**src/rtl/sigmoid_pla.sv**
```systemverilog
// Two-stage piecewise-linear (PLAN) logistic sigmoid approximation, shift-only.
// Stage 1 registers sign and saturated magnitude; stage 2 registers the segment result.
module sigmoid_pla #(
   parameter int WI = 8,
   parameter int WF = 8
) (
   input  logic              clk,
   input  logic              rst,
   input  logic [WI+WF-1:0]  x,
   output logic [WI+WF-1:0]  y
);

   localparam int W = WI + WF;

   localparam logic [W-1:0] ONE     = W'(1) << WF;
   localparam logic [W-1:0] LSB     = W'(1);
   localparam logic [W-1:0] MOSTNEG = {1'b1, {(W-1){1'b0}}};
   localparam logic [W-1:0] MAXPOS  = {1'b0, {(W-1){1'b1}}};

   // Segment thresholds 5.0, 2.375, 1.0 and offsets 0.84375, 0.625, 0.5
   localparam logic [W-1:0] THRHI   = W'(5) << WF;
   localparam logic [W-1:0] THRMID  = W'(19) << (WF - 3);
   localparam logic [W-1:0] THRLO   = ONE;
   localparam logic [W-1:0] OFFHI   = W'(27) << (WF - 5);
   localparam logic [W-1:0] OFFMID  = W'(5) << (WF - 3);
   localparam logic [W-1:0] OFFLO   = ONE >> 1;

   logic         sign1;
   logic [W-1:0] mag1;
   logic [W-1:0] magNext;
   logic [W-1:0] p;
   logic [W-1:0] yNext;

   // The most negative input has no positive twin, so its magnitude clamps
   always_comb begin
      magNext = x;
      if (x == MOSTNEG) begin
         magNext = MAXPOS;
      end else if (x[W-1]) begin
         magNext = ~x + LSB;
      end
   end

   always_ff @(posedge clk or negedge rst) begin
      if (!rst) begin
         sign1 <= 1'b0;
         mag1  <= '0;
      end else begin
         sign1 <= x[W-1];
         mag1  <= magNext;
      end
   end

   // Boundaries fall into the upper segment; negative inputs mirror around 0.5
   always_comb begin
      p = (mag1 >> 2) + OFFLO;
      if (mag1 >= THRHI) begin
         p = ONE;
      end else if (mag1 >= THRMID) begin
         p = (mag1 >> 5) + OFFHI;
      end else if (mag1 >= THRLO) begin
         p = (mag1 >> 3) + OFFMID;
      end
      yNext = sign1 ? (ONE - p) : p;
   end

   always_ff @(posedge clk or negedge rst) begin
      if (!rst) begin
         y <= '0;
      end else begin
         y <= yNext;
      end
   end

endmodule

```
**config.mk**
```make
export PLATFORM = sky130hd
export DESIGN_NAME = sigmoid_pla
export DESIGN_NICKNAME = d
export VERILOG_FILES = /design/src/rtl/sigmoid_pla.sv
export SDC_FILE = /design/constraint.sdc
export NUM_CORES = 1
export LEC_CHECK = 0
export ABC_AREA = 1
export CORE_MARGIN = 5
export CORE_UTILIZATION = 35
export CTS_BUF_LIST = sky130_fd_sc_hd__clkbuf_4 sky130_fd_sc_hd__clkbuf_8
export CTS_CLUSTER_SIZE = 14
export DETAILED_ROUTE_END_ITERATION = 16
export GPL_TIMING_DRIVEN = 0
export MAX_ROUTING_LAYER = met4
export SLEW_MARGIN = 20
export SYNTH_ARGS = -nofsm -noshare
export SYNTH_HDL_FRONTEND = slang
export SYNTH_SLANG_ARGS = --single-unit
```
**constraint.sdc**
```tcl
create_clock -name clk -period 4.1 [get_ports clk]
set_input_delay 0.615 -clock clk [delete_from_list [all_inputs] [get_ports clk]]
set_output_delay 0.615 -clock clk [all_outputs]
set_load 0.05 [all_outputs]
```
==> results of run 1 <==
## kinds of logic after synthesis
kind of cell / count (synthesis) / synth area share (%)
flops: 33 / 37.4
xor+xnor: 14 / 5.55
fa+ha+maj: 9 / 5.10
compound gates: 28 / 7.13
buf+inv: 47 / 7.98
simple gates: 176 / 36.9
## state kept, by name (all words and copies together), names as in the netlist
register / cells
mag1: 16
y: 16
sign1: 1
## critical path, cell delays in order (launching register included)
cell and delay, ns:
dfrtp_1 0.50, inv_2 0.15, ha_1 0.20, nand2_1 0.10, nor2_4 0.24, nand2_4 0.14
nand2_1 0.08, nand3_1 0.07, nand2_1 0.15, ha_1 0.17, inv_1 0.08, nor2_4 0.13
nand2_1 0.10, o21ai_2 0.17, nand2_1 0.06
## per-stage QoR
stage	instances	hold WS [ns]	utilization, %
after CTS	425	0.383	44.1
after detailed placement	417	0.617	42.2
final	425	0.361	44.1
after floorplan	307	0.319	-
after global routing	425	0.444	44.1
after global placement	417	0.618	42.2
## per-layer routing
metal  wire length (microns)  vias to the layer above  part of all wire [%]
li1                        -                     1034                     -
met2                    2080                       37                    48
met5                       0                        -                     0
met4                     104                        0                   2.4
met3                     225                        8                   5.2
met1                    1890                      830                    44
## final timing paths
check / start / end / cells past startpoint
max: mag1[8]$_DFF_PN0_ / y[12]$_DFF_PN0_ / 14
min: rst / y[3]$_DFF_PN0_ / 1
max reg2reg: mag1[8]$_DFF_PN0_ / y[12]$_DFF_PN0_ / 14
min reg2reg: sign1$_DFF_PN0_ / y[4]$_DFF_PN0_ / 2
max in group asynchronous: rst / mag1[15]$_DFF_PN0_ / 1
min in group clk: sign1$_DFF_PN0_ / y[4]$_DFF_PN0_ / 2
## synth_stat cells (all sizes together)
cell    number
nor4         1
a21oi       15
or2          3
xnor2        3
inv         44
xor2        11
ha           9
a21boi       1
o21bai       1
nand2       98
clkbuf       3
o21ai        9
o211ai       2
nor3         3
nand3       30
nor3b        1
dfrtp       33
nor2        40
## layout by cell type (no fill, tap or decap), drive strengths merged
master	count
bufinv	1
a21oi	15
o21bai	1
dfrtp	33
nor2	40
a21boi	1
nand2	98
ha	9
nor3	3
o211ai	2
buf	1
xnor2	3
nor3b	1
xor2	11
inv	44
clkbuf	10
nand3	30
or2	3
nor4	1
clkdlybuf4s50	32
o21ai	9
## final cells by class
cell class                 instances  share of cell area [%]
multi-input combinational        227                    43.9
sequential                        33                    30.0
timing repair buffer              33                    11.8
inverter                          44                    6.00
tap                               77                    3.50
clock buffer                       7                    3.27
clock inverter                     1                    1.09
buffer                             3                   0.409
## power by group through the flow
stage                     Sequential [mW]  Clock, mW  Combinational, mW
after floorplan                     0.443          0              0.115
final                               0.378      0.317              0.257
after global placement              0.384          0              0.259
after detailed placement            0.384          0              0.260
after global routing                0.382      0.336              0.288
after CTS                           0.378      0.325              0.261
==> results.json, run 1 <==
{
  "cts_setup_buffers": 0,
  "fillers": 669,
  "num_rows": 29,
  "power_frac_clock_pct": 33.2,
  "drtIter0Drc": 109,
  "clockRootBuffer": "clkbuf_8",
  "synth_seq_cells": 33,
  "status": "finished clean",
  "maxSlewViolCount": 0,
  "drive_gt1_share_pct": 11.5,
  "p_int_uw": 655,
  "gp_congestion": 0.907,
  "drc": 0,
  "r2r_slack_ns": 1.64,
  "clock.fmax_mhz": 407,
  "fin_area_sq_um": 2750,
  "syn_to_final_growth_pct": 24.5,
  "switching_power_uw": 298,
  "cts_tree": "built",
  "hold_viol_final": 0,
  "fin_crit_sh_pct": 60.0,
  "start_kind": "flop",
  "yosysWarnings": 0,
  "synth_area_sq_um": 2210,
  "antenna_found_initial": 0,
  "worstSkewPairLatency_ns": 0.28,
  "netlist_instances": 307,
  "hold_path_class": "input port to asynchronous set/reset pin",
  "grtUsageMet1_pct": 14.4,
  "setup_tns_ns": 0,
  "synth_area_leaders": "dfrtp_1 (37%), nand2_1 (14%), inv_1 (6.8%)",
  "wl_per_cell_microns": 10.1,
  "worst_pin_slew_ns": 0.659,
  "path_max_fanout": 10,
  "dp_hpwl_mm": 3.58,
  "cts_buffer_depth": 2,
  "total_power_uw": 952,
  "yosys.area.top_type": "dfrtp_1",
  "irDropWorstVdd_v": 0.000184,
  "synth_nets": 334,
  "grt.total_usage_pct": 12.4,
  "min_period_ns": 2.46,
  "register_area_sq_um": 826,
  "drtPass1Iterations": 4,
  "pwr-share-comb_pct": 27.0,
  "final_antenna_net_count": 0,
  "grtUsageMet3_pct": 2.86,
  "pre_cts_ws_ns": 1.36,
  "gr-total-overflow": 0,
  "cts_buffers": 5,
  "crit_path_end_kind": "flop",
  "leakage_nw": 1.43,
  "rsz0062_at_grt": "no",
  "fin_skew_ns": 0.00610,
  "grt_use_met2_pct": 20.9,
  "busiest_layer": "met2",
  "viasPerCell": 4.49,
  "yosys.cell_types.count": 28,
  "die_area_sq_um": 8000,
  "avgSynthCellArea_sq_um": 7.20,
  "slew_headroom_pct": 56.0,
  "setup_slack_ns": 1.64,
  "cts_resized": 0,
  "via_count": 1909,
  "synth_top_area_share_pct": 37.4,
  "numClockSinks": 33,
  "crit_arrival_ns": 2.63,
  "cp.required_ns": 4.27,
  "share_seq_of_total_power_pct": 39.7,
  "multi_input_area_sq_um": 1210,
  "die_x_microns": 89.5,
  "finalSetupViolations": 0,
  "initial_core_util_pct": 35.4,
  "coreArea_sq_um": 6240,
  "ios": 34,
  "max_cap_viol_count": 0,
  "clkTransAtPathRegs_ns": 0.07,
  "grt_start_max_net_pins": 34,
  "critPathKind": "flop to flop",
  "routed_wl_mm": 4.31,
  "h-tree-depth": 2,
  "pwr_density_cell_nw_per_um2": 346,
  "grt_pass1_vias": 1755,
  "nets": 374,
  "grt_first_pass_wirelength_mm": 7.51,
  "ys_seq_area_share_pct": 37.4,
  "hold_buffers": 0,
  "die_y_microns": 89.5,
  "placed_cell_area_sq_um": 2630,
  "sw_frac_of_total_pct": 31.3,
  "n_antenna_cell": 0,
  "io_buffers": 33
}
Power figures use the tool's default switching activity.
==> run 2: changes to the inputs <==
clock period = 2.25 ns   (was 4.1 ns; I/O delays follow)
==> results.json, run 2 (same netlist as run 1, synthesis figures left out) <==
{
  "grt_start_max_net_pins": 34,
  "final_common_cell": "nand2_1",
  "irDropWorstVdd_v": 0.000341,
  "h-tree-depth": 2,
  "maxSlewViolCount": 0,
  "nets": 396,
  "numClockSinks": 33,
  "largest_registers": "mag1 x16, y x16, sign1 x1",
  "total_power_mw": 1.83,
  "syn_to_final_growth_pct": 42.9,
  "r2r_slack_ns": 0.02,
  "worst_pin_slew_ns": 0.661,
  "coreArea_sq_um": 6240,
  "clkTransAtPathRegs_ns": 0.07,
  "routed_wl_mm": 5.29,
  "setup_slack_ns": 0.0187,
  "gp_congestion": 0.907,
  "max_cap_viol_count": 0,
  "cp.required_ns": 2.42,
  "antenna_found_initial": 0,
  "start_kind": "flop",
  "cts_tree": "built",
  "clock.fmax_mhz": 448,
  "hold_viol_final": 0,
  "fin_crit_sh_pct": 99.2,
  "die_x_microns": 89.5,
  "hold_slack_ns": 0.0782,
  "crit_path_end_kind": "flop",
  "status": "finished clean",
  "hold_path_class": "input port to asynchronous set/reset pin",
  "n_antenna_cell": 0,
  "die_y_microns": 89.5,
  "dp_hpwl_mm": 3.58,
  "wl_per_cell_microns": 11.8,
  "drive_gt1_share_pct": 27.3,
  "gr-total-overflow": 0,
  "critPathKind": "flop to flop",
  "drtPass1Iterations": 6,
  "cts_buffers": 5,
  "drtIter0Drc": 127,
  "drc": 0,
  "fin_skew_ns": 0.00783,
  "pre_cts_ws_ns": -0.208,
  "final_antenna_net_count": 0,
  "reg2reg_depth": 16,
  "setup_tns_ns": 0,
  "initial_core_util_pct": 35.4,
  "grt_first_pass_wirelength_mm": 7.77,
  "grt.total_usage_pct": 12.8,
  "finalSetupViolations": 0,
  "cts_buffer_depth": 2,
  "clockRootBuffer": "clkbuf_8",
  "pwr_density_cell_nw_per_um2": 581,
  "io_buffers": 33,
  "min_period_ns": 2.23,
  "path_max_fanout": 5,
  "grt_pass1_vias": 1836,
  "viasPerCell": 4.74,
  "ios": 34,
  "via_count": 2121,
  "die_area_sq_um": 8000,
  "num_rows": 29,
  "leakage_nw": 1.56,
  "crit_arrival_ns": 2.40,
  "slew_headroom_pct": 55.9,
  "worstSkewPairLatency_ns": 0.28,
  "most-common-layout-cells": "nand2_1 (74), inv_1 (36), clkdlybuf4s50_1 (32), dfrtp_1 (30), nor2_1 (26)"
}
run 2: cell type report:
| cell class | count | area [sq um] |
|---|---|---|
| Multi-Input combinational cell | 228 | 1430 |
| Fill cell | 625 | 3080 |
| Tap cell | 77 | 96.3 |
| Clock inverter | 1 | 30.0 |
| Clock buffer | 7 | 90.1 |
| Buffer | 3 | 12.5 |
| Sequential cell | 33 | 830 |
| Timing Repair Buffer | 54 | 494 |
| Inverter | 44 | 170 |
run 2: report_power, final:
part,total [mW],switching [mW],internal (mW)
combinational,0.561,0.347,0.214
clock,0.584,0.211,0.373
sequential,0.689,0.0384,0.651
total,1.83,0.596,1.24
run 2: final timing paths:
check,end,startpoint
min reg2reg,y[4]$_DFF_PN0_,sign1$_DFF_PN0_
max,y[6]$_DFF_PN0_,mag1[8]$_DFF_PN0_
max reg2reg,y[6]$_DFF_PN0_,mag1[8]$_DFF_PN0_
min in group clk,sign1$_DFF_PN0_,x[15]
max in group asynchronous,mag1[10]$_DFF_PN0_,rst
min,y[5]$_DFF_PN0_,rst
run 2: layer usage:
layer	global-route usage, %	part of all wire, %
met3	3.13	5.9
met1	14.4	39
met4	5.41	2.9
met5	-	0
met2	21.6	52
run 2: repair_timing:
item / 4_1_cts / 5_1_grt
pin swaps: 2 / 17
setup endpoints to repair: 7 / 25
buffers inserted: 7 / 14
hold buffers: 0 / 0
gates resized for setup: 7 / 57
cloned: 0 / 1
run 2: through the flow:
stage	util (%)	cell area, sq um	std cells
CTS	45.1	2820	432
finish	50.6	3160	447
global route	50.6	3160	447
global placement	42.2	2640	417
detailed placement	42.2	2630	417
floorplan	-	2210	307
run 2: critical path, stage by stage, from the launching register on:
cell     delay (ns)
dfrtp_2        0.47
inv_4          0.11
ha_4           0.15
nand2_2        0.06
nor2_4         0.21
buf_6          0.13
buf_4          0.10
nand3_1        0.09
nand3_2        0.11
nand2_4        0.07
ha_4           0.16
inv_2          0.08
nor2_4         0.05
nand2_4        0.08
nand2_1        0.06
nand3_1        0.10
nand2_1        0.07
==> run 3: changes to the inputs <==
==> constraint.sdc (replaced) <==
create_clock -name clk -period 2.25 [get_ports clk]
set_input_delay 0.3375 -clock clk [delete_from_list [all_inputs] [get_ports clk]]
set_output_delay 0.3375 -clock clk [all_outputs]
set_load 0.005 [all_outputs]
==> results of run 3 <==
Same layout as run 2 (identical final DEF). Status: finished clean.
Among the figures that moved: total power 1.83 mW -> 1.72 mW; worst IR drop on VDD 0.000341 V -> 0.000298 V
